<file path="config.mk">
export PLATFORM = sky130hd
export DESIGN_NAME = rom_port_arbiter
export DESIGN_NICKNAME = d
export VERILOG_FILES = /design/src/rtl/rom_port_arbiter.sv
export SDC_FILE = /design/constraint.sdc
export NUM_CORES = 1
export LEC_CHECK = 0
export CAP_MARGIN = 20
export CORE_AREA = 2 2 82 84
export DETAILED_ROUTE_END_ITERATION = 6
export DIE_AREA = 0 0 84 86
export HOLD_SLACK_MARGIN = 0.1
export MAX_ROUTING_LAYER = met4
export PLACE_DENSITY = 0.76
export SYNTH_ARGS = -nofsm -noshare
export SYNTH_HDL_FRONTEND = slang
export SYNTH_SLANG_ARGS = --single-unit
</file>
<file path="constraint.sdc">
create_clock -name clk -period 3 [get_ports clk]
set_clock_uncertainty 0.15 [all_clocks]
set_input_delay 0.6 -clock clk [delete_from_list [all_inputs] [get_ports clk]]
set_output_delay 0.6 -clock clk [all_outputs]
set_load 0.01 [all_outputs]
</file>
<file path="src/rtl/rom_port_arbiter.sv">
// rtl/rom_port_arbiter.sv - round-robin arbiter sharing the instruction ROM read port between fetch and load
module rom_port_arbiter #(
    parameter int ADDR_W    = 32,
    parameter int DATA_W    = 32,
    parameter int ROM_DEPTH = 4096
) (
    input  logic              clk,
    input  logic              rst_n,
    input  logic              IfReqValid,
    input  logic [ADDR_W-1:0] IfAddr,
    output logic              IfReqReady,
    input  logic              IfFlush,
    output logic              IfRespValid,
    input  logic              IfRespReady,
    input  logic              LdReqValid,
    input  logic [ADDR_W-1:0] LdAddr,
    output logic              LdReqReady,
    output logic              LdRespValid,
    input  logic              LdRespReady,
    output logic [DATA_W-1:0] RespData,
    output logic              RespErr,
    output logic [ADDR_W-1:0] RomAddr,
    input  logic [DATA_W-1:0] RomData
);

    localparam logic [0:0] IDLE    = 1'b0;
    localparam logic [0:0] RESP    = 1'b1;
    localparam logic       PORT_IF = 1'b0;
    localparam logic       PORT_LD = 1'b1;

    // One extra bit so the ROM byte size never wraps inside ADDR_W.
    localparam int                ROM_BYTES_W = ADDR_W + 1;
    localparam logic [ADDR_W:0]   ROM_BYTES   = ROM_BYTES_W'(ROM_DEPTH) << 2;

    logic [0:0]        state_q, state_d;
    logic              owner_q, owner_d;
    logic              last_grant_q, last_grant_d;
    logic [DATA_W-1:0] resp_data_q, resp_data_d;
    logic              resp_err_q, resp_err_d;

    logic if_drop;
    logic consume;
    logic can_accept;
    logic if_elig;
    logic ld_elig;
    logic win_ld;
    logic accept;
    logic addr_fault;

    // Arbitration, ROM address steering and next-state computation.
    always_comb begin
        // An If-owned response is dropped by flush; a drop also frees the slot so Ld may take it.
        if_drop    = (state_q == RESP) && (owner_q == PORT_IF) && IfFlush;
        consume    = (state_q == RESP) && !if_drop &&
                     ((owner_q == PORT_IF) ? IfRespReady : LdRespReady);
        can_accept = (state_q == IDLE) || consume || if_drop;

        if_elig = IfReqValid && !IfFlush;
        ld_elig = LdReqValid;
        // With both eligible, the port that did not win last time goes first.
        win_ld  = ld_elig && (!if_elig || (last_grant_q == PORT_IF));
        accept  = rst_n && can_accept && (if_elig || ld_elig);

        IfReqReady = accept && !win_ld;
        LdReqReady = accept && win_ld;
        RomAddr    = (accept && win_ld) ? LdAddr : IfAddr;

        addr_fault = (RomAddr[1:0] != 2'b00) || ({1'b0, RomAddr} >= ROM_BYTES);

        state_d      = state_q;
        owner_d      = owner_q;
        last_grant_d = last_grant_q;
        resp_data_d  = resp_data_q;
        resp_err_d   = resp_err_q;

        if (accept) begin
            state_d      = RESP;
            owner_d      = win_ld;
            last_grant_d = win_ld;
            resp_data_d  = addr_fault ? '0 : RomData;
            resp_err_d   = addr_fault;
        end else if (consume || if_drop) begin
            state_d = IDLE;
        end
    end

    // State and registered response word; reset clears any held response.
    always_ff @(posedge clk) begin
        if (!rst_n) begin
            state_q      <= IDLE;
            owner_q      <= PORT_IF;
            last_grant_q <= PORT_LD;
            resp_data_q  <= '0;
            resp_err_q   <= 1'b0;
        end else begin
            state_q      <= state_d;
            owner_q      <= owner_d;
            last_grant_q <= last_grant_d;
            resp_data_q  <= resp_data_d;
            resp_err_q   <= resp_err_d;
        end
    end

    // Response outputs come straight from flops, so RespReady never reaches RespData.
    always_comb begin
        IfRespValid = (state_q == RESP) && (owner_q == PORT_IF);
        LdRespValid = (state_q == RESP) && (owner_q == PORT_LD);
        RespData    = resp_data_q;
        RespErr     = resp_err_q;
    end

endmodule
</file>
### Yosys cells after proc, flatten, opt, wreduce, memory -nomap -nowiden

Index checks and enable logic that the tools add are counted.

* bits in registers: 36
* bits in latches: 0
* RAM bits: 0
* memory bits (read-only): 0
* bits of input ports: 103
* output and inout bits: 69
* logic and storage cells: 37
* memories: 0

* $add $sub $neg: 0
* multipliers: 0
* divide/modulo/power cells: 0
* magnitude comparators: 1
* equal/unequal tests: 0
* shifts and indexed selects: 0
* muxes and demuxes: 5
* bitwise logic cells: 3
* reductions and logical operators: 23

Operator list (count)
* 32-bit 2-to-1 mux: 2
* 32-bit by 15-bit greater-or-equal comparator with 1-bit output, second input constant: 1
* 1-bit logical AND: 11
* 1-bit logical OR: 6
* 1-bit logical NOT: 4
* 2-bit nonzero test: 2
* 1-bit 2-to-1 mux: 3
* 1-bit NOT: 3

### Depth between registers and ports, before layout

Gate-level depths: netlist of run 1.

* word-level depth: 15
* depth in mapped cells: 6
* depth with buffers taken out: 5

### Least setup slack after synthesis of run 1

OpenSTA, ideal clock, no wires.

* path kind: input-to-output
* start: in IfFlush
* end: out RomAddr[0]
* arrival: 2004 ps
* required time: 2250 ps
* setup slack: 246 ps
* stages on the path: 5
* path buffers: 1
* cell sequence: or4b_1 > and2_4 > nand3_4 > buf_2 > mux2_2

* longest elaborated chain between the ends: 10
* elaborated cells between the ends (all ways): 16
* those cells by class: mux: 1; reduce/logical: 15

Ends and longest elaborated chain
* start, declared: RTL line 12 `input logic IfFlush,`
* 1-bit logical AND: RTL line 53 `if_drop = (state_q == RESP) && (owner_q == PORT_IF) && IfFlush;`
* 1-bit logical NOT: RTL line 54 `consume = (state_q == RESP) && !if_drop &&`
* 1-bit logical AND (2 in series): RTL line 54
* 1-bit logical OR (2 in series): RTL line 56 `can_accept = (state_q == IDLE) || consume || if_drop;`
* 1-bit logical AND (2 in series): RTL line 62 `accept = rst_n && can_accept && (if_elig || ld_elig);`
* 1-bit logical AND *: RTL line 66 `RomAddr = (accept && win_ld) ? LdAddr : IfAddr;`
* 32-bit 2-to-1 mux *: RTL line 66
* end, declared: RTL line 22 `output logic [ADDR_W-1:0] RomAddr,`

Every way passes the cells marked *; elsewhere a longest branch is shown, timed or not.

### Worst setup path in the final report of run 1

* start: in IfRespReady
* end: out RomAddr[12]

* longest elaborated chain between the ends: 8

Ends and longest elaborated chain
* start, declared: RTL line 14 `input logic IfRespReady,`
* 1-bit 2-to-1 mux: RTL line 55 `((owner_q == PORT_IF) ? IfRespReady : LdRespReady);`
* 1-bit logical AND: RTL line 54
* 1-bit logical OR (2 in series): RTL line 56
* 1-bit logical AND (2 in series): RTL line 62
* 1-bit logical AND: RTL line 66
* 32-bit 2-to-1 mux: RTL line 66

No other way between the ends.

==> flow_metrics.py, run 1 <==
metrics = {
    "finish": {
        "final_common_cell": "clkdlybuf4s50_1",
        "layout_common_cells": "clkdlybuf4s50_1 (134), dfxtp_1 (36), a32o_1 (32)",
        "drive_above_1_share_pct": 29.8,
        "syn_to_final_growth_pct": 125,
        "fin_cells": 416,
        "nets": 441,
        "diodes": 0,
        "final_util_pct": 62.5,
        "postLayoutCellArea_sq_mm": 0.00392,
    },
    "power_and_ir_drop": {
        "power_leakage_nw": 1.57,
        "p_seq_share_pct": 38.8,
        "ir_drop_mv": 0.226,
        "p_sw_mw": 0.309,
        "p_clk_share_pct": 28.3,
        "p_comb_share_pct": 32.9,
        "p_per_area_mw_per_mm2": 319,
        "intPower_mw": 0.943,
        "switching_share_pct": 24.7,
    },
    "worst_setup_path": {
        "r2r-end": "RespData[23]$_SDFFE_PN0P_",
        "startpoint_type": "input pin",
        "worstSetupEndpoint": "RomAddr[12]",
        "crit_family": "simple AND/OR/NAND/NOR gates",
        "cp.arrival_ns": 2.23,
        "r2r-start": "state_q$_SDFFE_PN0P_",
        "worst-path-max-fanout": 7,
        "crit_cells": 8,
        "crit_path_start": "IfRespReady",
        "path_cells": "buf_6, or4b_4, and2_4, nand3_4, buf_12, buf_12, mux2_2, buf_6",
        "critical_path_buf_inv_count": 4,
        "reg2reg_depth": 9,
        "critPathCaptureType": "output pin",
        "crit_type": "in -> out",
        "r2r_slack_ns": 0.64,
        "cp.required_ns": 2.25,
        "max_stage_delay_ns": 0.53,
        "cp_slowest_cell": "or4b_4",
    },
    "clock_network": {
        "clock_latency_ns": 0.28,
        "clockRootBuffer": "clkbuf_8",
        "htree_num_levels": 2,
        "cts_buffers": 5,
        "cts.sinks": 36,
        "clk_pin_slew_worst_paths_ns": 0.07,
        "holdBufCountCts": 0,
        "cts_tree": "done",
        "clock_path_buffers": 2,
    },
    "timing": {
        "rsz0062_at_grt": "true",
        "layout_setup_ws_ns": 0.0220,
        "fmax_ghz": 0.336,
        "fin_crit_sh_pct": 99.3,
        "slew_headroom_pct": 75.7,
        "fin_setup_tns_ns": 0,
        "fin_crit_ns": 2.98,
        "setup_viol": 0,
        "hold_viol": 0,
        "worst_pin_slew_ns": 0.361,
        "drv_slew": 0,
    },
    "place": {
        "place_congestion": 0.777,
        "place_area_sq_mm": 0.00363,
        "dp.cells": 400,
        "pre_cts_slack_ns": -0.695,
        "numPortBuffers": 171,
        "dpl.hpwl_um": 5410,
    },
    "global_routing": {
        "grt_pass1_wl_um": 10800,
        "track_usage_pct": 19.2,
        "first_global_vias": 2139,
        "overflow": 0,
        "grt_max_degree": 34,
        "antenna_found_initial": 0,
    },
    "floorplan": {
        "die_w_um": 84,
        "core_sq_mm": 0.00628,
        "die-area_sq_mm": 0.00722,
        "ios": 172,
        "num_rows": 29,
        "start_util_pct": 27.7,
        "die_h_um": 86,
    },
    "synth": {
        "ys_seq_area_share_pct": 41.4,
        "avgSynthCellArea_sq_um": 11.5,
        "yosysWarnings": 0,
        "synth_fp_nets": 255,
        "syn_area_sq_mm": 0.00174,
        "syn-instance-count": 152,
        "yosys_register_bits": 36,
        "yosys.cell_types.count": 26,
    },
    "drt": {
        "drt-wirelength-per-cell_um": 16.7,
        "drtPass1Iterations": 4,
        "drtIter0Drc": 55,
        "drc": 0,
        "drtAntennaViolNets": 0,
        "viasPerCell": 5.06,
        "wirelength_um": 6940,
        "vias": 2103,
    },
    "job": {
        "drv_cap": 0,
    },
    "status": {
        "outcome": "finished, final reports clean",
    },
    "hold_path": {
        "min_path_type": "reg -> reg",
    },
}
## flip-flops by register name, indices dropped and copies added (netlist names)
signal        cells
RespData         32
RespErr           1
last_grant_q      1
owner_q           1
state_q           1
## power by group through the flow
stage	registers (mW)	logic (mW)	clock network, mW
global placement	0.496	0.369	0
detailed placement	0.496	0.372	0
floorplan	0.496	0.111	0
global route	0.486	0.437	0.385
finish	0.485	0.412	0.354
CTS	0.485	0.390	0.368
## kinds of logic after synthesis
family          Yosys count  share of synthesized area (%)
buf+inv                  14                           4.88
flops                    36                           41.4
mux                      33                           21.5
compound gates           40                           22.1
simple gates             29                           10.2
## repair_timing
item,CTS,global route
endpoints found under the setup margin,34,21
gates cloned,2,0
buffers inserted,7,0
gates resized for setup,172,24
pin swaps,4,0
## metal layers
metal / global-route usage, % / wire (um)
met3: 4.04 / 471
met5: - / 0
met4: 5.43 / 119
met1: 20.6 / 2500
met2: 35.9 / 3850
## synthesized netlist by cell type, drive strengths merged
cell,instances,share of area [%]
o211a,1,0.57
o41a,1,0.65
buf,11,4.2
clkbuf,2,0.43
nand3,2,1.3
nor2b,3,1.1
mux2,32,21
nor4,9,3.2
a31oi,1,0.36
inv,1,0.22
nor2,4,0.86
nand3b,1,0.43
o21ai,2,0.57
or4b,1,0.57
a21boi,3,1.5
a32o,32,18
nand4,2,0.72
and2,2,0.86
dfxtp,36,41
nand2,4,0.86
nor3,1,0.29
mux2i,1,0.79
## final cells by class
cell class / instances / area (sq um)
Clock buffer: 7 / 86.3
Multi-Input combinational cell: 102 / 1040
Timing Repair Buffer: 192 / 1970
Sequential cell: 36 / 721
Inverter: 1 / 3.75
Fill cell: 515 / 2350
Tap cell: 77 / 96.3
Clock inverter: 1 / 7.51
## worst min path at each step
stage / to / cells past startpoint / from / slack (ns)
after floorplan: last_grant_q$_SDFFE_PN1P_ / 2 / last_grant_q$_SDFFE_PN1P_ / 0.31
after global placement: RespData[30]$_SDFFE_PN0P_ / 1 / RespData[30]$_SDFFE_PN0P_ / 0.30
after detailed placement: RespData[27]$_SDFFE_PN0P_ / 1 / RespData[27]$_SDFFE_PN0P_ / 0.30
after CTS: RespData[3]$_SDFFE_PN0P_ / 1 / RespData[3]$_SDFFE_PN0P_ / 0.32
after global routing: RespData[8]$_SDFFE_PN0P_ / 1 / RespData[8]$_SDFFE_PN0P_ / 0.33
final: RespData[24]$_SDFFE_PN0P_ / 1 / RespData[24]$_SDFFE_PN0P_ / 0.32
## metrics by stage
stage                     hold WS [ns]  power, mW
final                            0.316       1.25
after global routing             0.332       1.31
after CTS                        0.321       1.24
after detailed placement         0.304      0.868
after global placement           0.297      0.865
after floorplan                  0.309      0.607
Note: power is estimated with default switching activity, not from simulation.
==> inputs of run 2 (changes only) <==
Settings changed: ABC_AREA set to 1, CORE_AREA 2 2 82 84 to 2 2 100 102, DIE_AREA 0 0 84 86 to 0 0 102 104, PLACE_DENSITY 0.76 to unset, RECOVER_POWER set to 100.
==> run 2 against run 1 <==
The flow now finishes with violations (negative setup slack). Non-clock buffer count is 9 higher. Synthesized cell count up 140%. Worst setup slack lost 0.11 ns. Global-route usage decreased by 4.7 points. Critical path depth up 1. Clock-buffer cell count shrank 1. Critical endpoint is now RomAddr[27]. Largest cell class unchanged. Largest power group unchanged.
==> flow_metrics.py, run 2 <==
metrics = {
    "status": {
        "outcome": "complete, but fails checks",
        "violations": "negative setup slack",
    },
    "global_routing": {
        "first_global_vias": 2601,
        "track_usage_pct": 14.6,
        "grt_pass1_wl_um": 12200,
        "antenna_found_initial": 0,
        "overflow": 0,
        "grt_max_degree": 38,
    },
    "floorplan": {
        "num_rows": 36,
        "start_util_pct": 22.5,
        "die_w_um": 102,
        "die_h_um": 104,
        "core_sq_mm": 0.00955,
        "ios": 172,
        "die-area_sq_mm": 0.0106,
    },
    "clock_network": {
        "clock_latency_ns": 0.28,
        "clock_path_buffers": 2,
        "cts_tree": "done",
        "clockRootBuffer": "clkbuf_8",
        "clk_pin_slew_worst_paths_ns": 0.07,
        "cts.sinks": 36,
        "holdBufCountCts": 0,
        "cts_buffers": 5,
        "htree_num_levels": 2,
    },
    "timing": {
        "fin_setup_tns_ns": -0.218,
        "setup_viol": 3,
        "hold_viol": 0,
        "fmax_ghz": 0.324,
        "fin_crit_ns": 3.09,
        "worst_pin_slew_ns": 0.786,
        "whs_ns": 0.317,
        "drv_slew": 0,
        "rsz0062_at_grt": "true",
        "slew_headroom_pct": 47.6,
        "fin_crit_sh_pct": 103,
        "layout_setup_ws_ns": -0.0892,
    },
    "place": {
        "pre_cts_slack_ns": -0.166,
        "dp.cells": 677,
        "place_congestion": 0.755,
        "dpl.hpwl_um": 6250,
        "numPortBuffers": 171,
        "place_area_sq_mm": 0.00419,
    },
    "worst_setup_path": {
        "r2r-end": "RespData[31]$_SDFFE_PN0P_",
        "path_cells": "clkdlybuf4s50_1, nand2_2, a21oi_4, nand3_4, clkbuf_1, clkbuf_2, nand2_1, nand2_1, dlygate4sd2_1",
        "max_stage_delay_ns": 0.49,
        "critPathCaptureType": "output pin",
        "crit_type": "in -> out",
        "cp_slowest_cell": "clkdlybuf4s50_1",
        "worst-path-max-fanout": 11,
        "reg2reg_depth": 18,
        "startpoint_type": "input pin",
        "r2r_slack_ns": 0.48,
        "cp.required_ns": 2.25,
        "worstSetupEndpoint": "RomAddr[27]",
        "crit_path_start": "IfReqValid",
        "cp_common_cell": "nand2_1",
        "cp.arrival_ns": 2.34,
        "r2r-start": "state_q$_SDFFE_PN0P_",
    },
    "finish": {
        "fin_cells": 689,
        "fillerInstances": 1042,
        "drive_above_1_share_pct": 16.2,
        "nets": 658,
        "syn_to_final_growth_pct": 98.1,
        "layout_common_cells": "nand2_1 (183), clkdlybuf4s50_1 (101), inv_1 (46)",
        "final_util_pct": 44.6,
        "largest_reg_flops": 32,
        "diodes": 0,
        "final_common_cell": "nand2_1",
        "postLayoutCellArea_sq_mm": 0.00426,
    },
    "synth": {
        "synth_top_area_cell": "dfxtp_1",
        "yosys_register_bits": 36,
        "yosysWarnings": 0,
        "synth_top_area_share_pct": 33.5,
        "syn-instance-count": 364,
        "ys.flop_type": "dfxtp_1",
        "async_flop_share_pct": 0,
        "synth-edff-count": 0,
        "synth_fp_nets": 467,
        "yosysMostFrequentCell": "nand2_1",
        "synth_common_cells": "nand2_1 (184), inv_1 (49), dfxtp_1 (36)",
        "ys_seq_area_share_pct": 33.5,
        "avgSynthCellArea_sq_um": 5.91,
        "yosys.cell_types.count": 19,
        "synth_area_leaders": "dfxtp_1 (34%), nand2_1 (32%), nor2_2 (9.0%), inv_1 (8.6%), nand4_1 (4.4%)",
        "syn_area_sq_mm": 0.00215,
    },
    "drt": {
        "drtPass1Iterations": 4,
        "drt-wirelength-per-cell_um": 11.7,
        "drc": 0,
        "wirelength_um": 8080,
        "vias": 2766,
        "drtAntennaViolNets": 0,
        "viasPerCell": 4.01,
        "drtIter0Drc": 44,
    },
    "job": {
        "drv_cap": 0,
    },
    "power_and_ir_drop": {
        "power_leakage_nw": 2.13,
        "p_per_area_mw_per_mm2": 324,
        "ir_drop_mv": 0.147,
        "total_power_mw": 1.38,
    },
    "hold_path": {
        "hold_depth": 2,
        "min_path_type": "reg -> reg",
    },
}
run 2: cell types whose count changed after synthesis, moves of 3 or more:
cell	before	now
nand2_1	4	184
inv_1	1	49
a32o_1	32	0
mux2_2	32	0
nor2_2	0	31
nand4_1	2	15
nor2_1	4	14
nor4_1	9	0
clkbuf_1	2	7
buf_2	8	4
nand3_1	1	5
nor2b_1	3	0
run 2: timing repair:
item,in CTS,in global routing
setup endpoints to repair,34,5
gates resized for setup,37,37
buffers inserted,0,3
cloned,0,1
run 2: where the power goes:
| part | switching (mW) | internal (mW) | total (mW) |
|---|---|---|---|
| combinational | 0.223 | 0.272 | 0.495 |
| sequential | 0.0121 | 0.501 | 0.513 |
| clock | 0.185 | 0.188 | 0.373 |
| total | 0.420 | 0.961 | 1.38 |
run 2: worst min path at each step:
stage,startpoint,end,slack (ns)
finish,RespErr$_SDFFE_PN0P_,RespErr$_SDFFE_PN0P_,0.32
detailed placement,last_grant_q$_SDFFE_PN1P_,last_grant_q$_SDFFE_PN1P_,0.31
floorplan,last_grant_q$_SDFFE_PN1P_,last_grant_q$_SDFFE_PN1P_,0.28
CTS,RespErr$_SDFFE_PN0P_,RespErr$_SDFFE_PN0P_,0.33
global route,last_grant_q$_SDFFE_PN1P_,last_grant_q$_SDFFE_PN1P_,0.35
global placement,last_grant_q$_SDFFE_PN1P_,last_grant_q$_SDFFE_PN1P_,0.30
run 2: logic make-up (layout without fill, tap and decap cells):
| group | count (synthesis) | after routing | synth area share (%) |
|---|---|---|---|
| compound gates | 8 | 8 | 2.50 |
| buf+inv | 68 | 260 | 13.5 |
| flops | 36 | 36 | 33.5 |
| simple gates | 252 | 252 | 50.5 |
run 2: critical path: cells and delay by family:
| family | cells | cell delay (ns) |
|---|---|---|
| AND/OR/NAND/NOR | 4 | 0.40 |
| AO/OA/AOI/OAI | 1 | 0.20 |
| buffers and inverters | 4 | 1.12 |
run 2: metal layers:
| metal | part of all wire (%) | vias up | track usage [%] | wire, um |
|---|---|---|---|---|
| li1 | - | 1456 | - | - |
| met1 | 41 | 1197 | 15.2 | 3310 |
| met2 | 50 | 104 | 26.8 | 4040 |
| met3 | 8.1 | 9 | 3.97 | 657 |
| met4 | 0.85 | 0 | 3.33 | 69 |
| met5 | 0 | - | - | 0 |
run 2: layout make-up:
class / instances / area, sq um / share of cell area [%]
clock buffer: 6 / 82.6 / 1.94
clock inverter: 2 / 13.8 / 0.323
inverter: 51 / 196 / 4.61
multi-input combinational: 260 / 1160 / 27.2
sequential: 36 / 721 / 16.9
tap: 133 / 166 / 3.90
timing repair buffer: 201 / 1920 / 45.1
==> inputs of run 3 (changes only) <==
==> constraint.sdc (replaced) <==
create_clock -name clk -period 3 [get_ports clk]
set_clock_uncertainty 0.15 [all_clocks]
set_input_delay 0.6 -clock clk [delete_from_list [all_inputs] [get_ports clk]]
set_output_delay 0.6 -clock clk [all_outputs]
set_load 0.05 [all_outputs]
==> run 3 against run 2 <==
The flow now finishes without violations. Die area is the same. Maximum frequency up 5.1%. Global-route usage is 0.74 points higher. Via count shrank 2.2%. Sequential power hardly changed. Clock power grew 9.9%. Register-to-register slack better by 0.23 ns. Wire length increased by 3.2%. Critical path type unchanged. Largest cell class unchanged. Highest routed layer unchanged.
==> flow_metrics.py, run 3 (synthesis results as in run 2) <==
metrics = {
    "worst_setup_path": {
        "path_cells": "clkdlybuf4s50_1, inv_1, a21oi_4, nand3_4, buf_4, o21ai_1, inv_1, buf_12",
        "max_stage_delay_ns": 0.53,
        "worst-path-max-fanout": 19,
        "r2r-start": "state_q$_SDFFE_PN0P_",
        "startpoint_type": "input pin",
        "critical_path_buf_inv_count": 5,
        "critPathCaptureType": "output pin",
        "cp_slowest_cell": "clkdlybuf4s50_1",
        "cp.arrival_ns": 2.19,
        "r2r-end": "RespData[1]$_SDFFE_PN0P_",
        "cp_common_cell": "inv_1",
        "r2r_slack_ns": 0.71,
        "cp.required_ns": 2.25,
        "crit_type": "in -> out",
        "crit_family": "buffers and inverters",
        "reg2reg_depth": 16,
    },
    "drt": {
        "drtPass1Iterations": 4,
        "viasPerCell": 4.03,
        "drc": 0,
        "drtAntennaViolNets": 0,
        "drtIter0Drc": 75,
        "vias": 2706,
        "wirelength_um": 8330,
        "drt-wirelength-per-cell_um": 12.4,
    },
    "clock_network": {
        "post_cts_buffers": 0,
        "clock_latency_ns": 0.28,
        "cts.sinks": 36,
        "clk_pin_slew_worst_paths_ns": 0.07,
        "cts_tree": "done",
        "holdBufCountCts": 0,
        "cts_buffers": 5,
        "clock_path_buffers": 2,
        "clockRootBuffer": "clkbuf_8",
        "htree_num_levels": 2,
    },
    "timing": {
        "worst_pin_slew_ns": 0.756,
        "slew_headroom_pct": 49.6,
        "fin_crit_sh_pct": 98.0,
        "drv_slew": 0,
        "hold_viol": 0,
        "fin_crit_ns": 2.94,
        "fmax_ghz": 0.340,
        "setup_viol": 0,
        "rsz0062_at_grt": "false",
        "fin_setup_tns_ns": 0,
    },
    "place": {
        "dpl.hpwl_um": 6690,
        "numPortBuffers": 171,
        "place_congestion": 0.817,
    },
    "job": {
        "drv_cap": 0,
    },
    "finish": {
        "syn_to_final_growth_pct": 91.2,
        "final_util_pct": 43.1,
        "diodes": 0,
        "drive_above_1_share_pct": 13.8,
        "layout_common_cells": "nand2_1 (185), clkdlybuf4s50_1 (102), inv_1 (49)",
        "fillerInstances": 1027,
        "largest_reg_flops": 32,
        "final_common_cell": "nand2_1",
        "nets": 640,
    },
    "floorplan": {
        "core_sq_mm": 0.00955,
        "die_h_um": 104,
        "die_w_um": 102,
        "die-area_sq_mm": 0.0106,
        "num_rows": 36,
        "ios": 172,
        "start_util_pct": 22.5,
    },
    "status": {
        "outcome": "finished, final reports clean",
    },
    "global_routing": {
        "grt_max_degree": 37,
        "grtUsageMet1_pct": 16.6,
        "antenna_found_initial": 0,
        "track_usage_pct": 15.3,
        "grt_use_met3_pct": 3.63,
        "top_usage_layer": "met2",
        "grt_pass1_wl_um": 12700,
        "overflow": 0,
        "first_global_vias": 2607,
        "use_met2_pct": 27.7,
    },
    "power_and_ir_drop": {
        "power_leakage_nw": 2.04,
        "p_per_area_mw_per_mm2": 388,
        "ir_drop_mv": 0.197,
    },
    "hold_path": {
        "min_to": "RespErr$_SDFFE_PN0P_",
        "hold_depth": 2,
        "hold_start": "RespErr$_SDFFE_PN0P_",
        "min_path_type": "reg -> reg",
    },
}
-- run 3: changes by cell type in the layout (fill, tap and decap cells not counted), sizes merged --
cell / delta
inv: -1
clkdlybuf4s15: -1
clkdlybuf4s50: +1
bufinv: +1
buf: +5
dlygate4sd2: -19
dlymetal6s2s: -4
-- run 3: metrics by stage --
| step | hold WS (ns) | worst slack, ns | area (sq um) | power [mW] | cells |
|---|---|---|---|---|---|
| 4_1_cts | 0.321 | 0.0390 | 4300 | 1.68 | 671 |
| 3_3_place_gp | 0.306 | 0.0335 | 4190 | 1.26 | 663 |
| 3_5_place_dp | 0.310 | 0.0236 | 4190 | 1.26 | 663 |
| 6_report | 0.313 | 0.0602 | 4110 | 1.60 | 671 |
| 2_1_floorplan | 0.280 | 0.0305 | 2150 | 0.911 | 364 |
| 5_1_grt | 0.369 | 0.00694 | 4110 | 1.68 | 671 |
-- run 3: what timing repair did --
action / in CTS / in global routing
gates resized for setup: 2 / 1
endpoints found under the setup margin: 1 / 7
cloned: 0 / 0
-- run 3: area by class of cell --
cell class	instances	area, sq um	share of cell area (%)
Inverter	51	194	4.72
Sequential cell	36	721	17.5
Tap cell	133	166	4.05
Multi-Input combinational cell	260	1100	26.8
Clock inverter	2	35.0	0.852
Clock buffer	6	72.6	1.77
Timing Repair Buffer	183	1820	44.3
-- run 3: power breakdown --
group,switching (mW),leakage [nW],total (mW),internal (mW)
registers,0.0132,0.294,0.514,0.501
clock network,0.164,0.0552,0.410,0.246
logic,0.398,1.69,0.672,0.275
total,0.575,2.04,1.60,1.02
-- run 3: worst max path at each step --
stage / start / endpoint / slack, ns / cells past startpoint
global placement: LdReqValid / RomAddr[6] / 0.03 / 9
floorplan: state_q$_SDFFE_PN0P_ / IfReqReady / 0.03 / 9
detailed placement: LdReqValid / RomAddr[6] / 0.02 / 9
global route: LdReqValid / RomAddr[31] / 0.007 / 8
CTS: LdReqValid / RomAddr[6] / 0.04 / 9
finish: LdReqValid / RomAddr[18] / 0.06 / 8
-- run 3: per-layer routing --
| layer | routed length [um] | vias up | part of all wire (%) |
|---|---|---|---|
| met2 | 4110 | 113 | 49 |
| met4 | 116 | 0 | 1.4 |
| met5 | 0 | - | 0 |
| li1 | - | 1421 | - |
| met3 | 846 | 14 | 10 |
| met1 | 3260 | 1158 | 39 |
-- run 3: worst min-delay path, cell delays in order, from the launching register on --
cell and delay [ns]:
dfxtp_1 0.31, nand2_1 0.06, a21oi_1 0.05
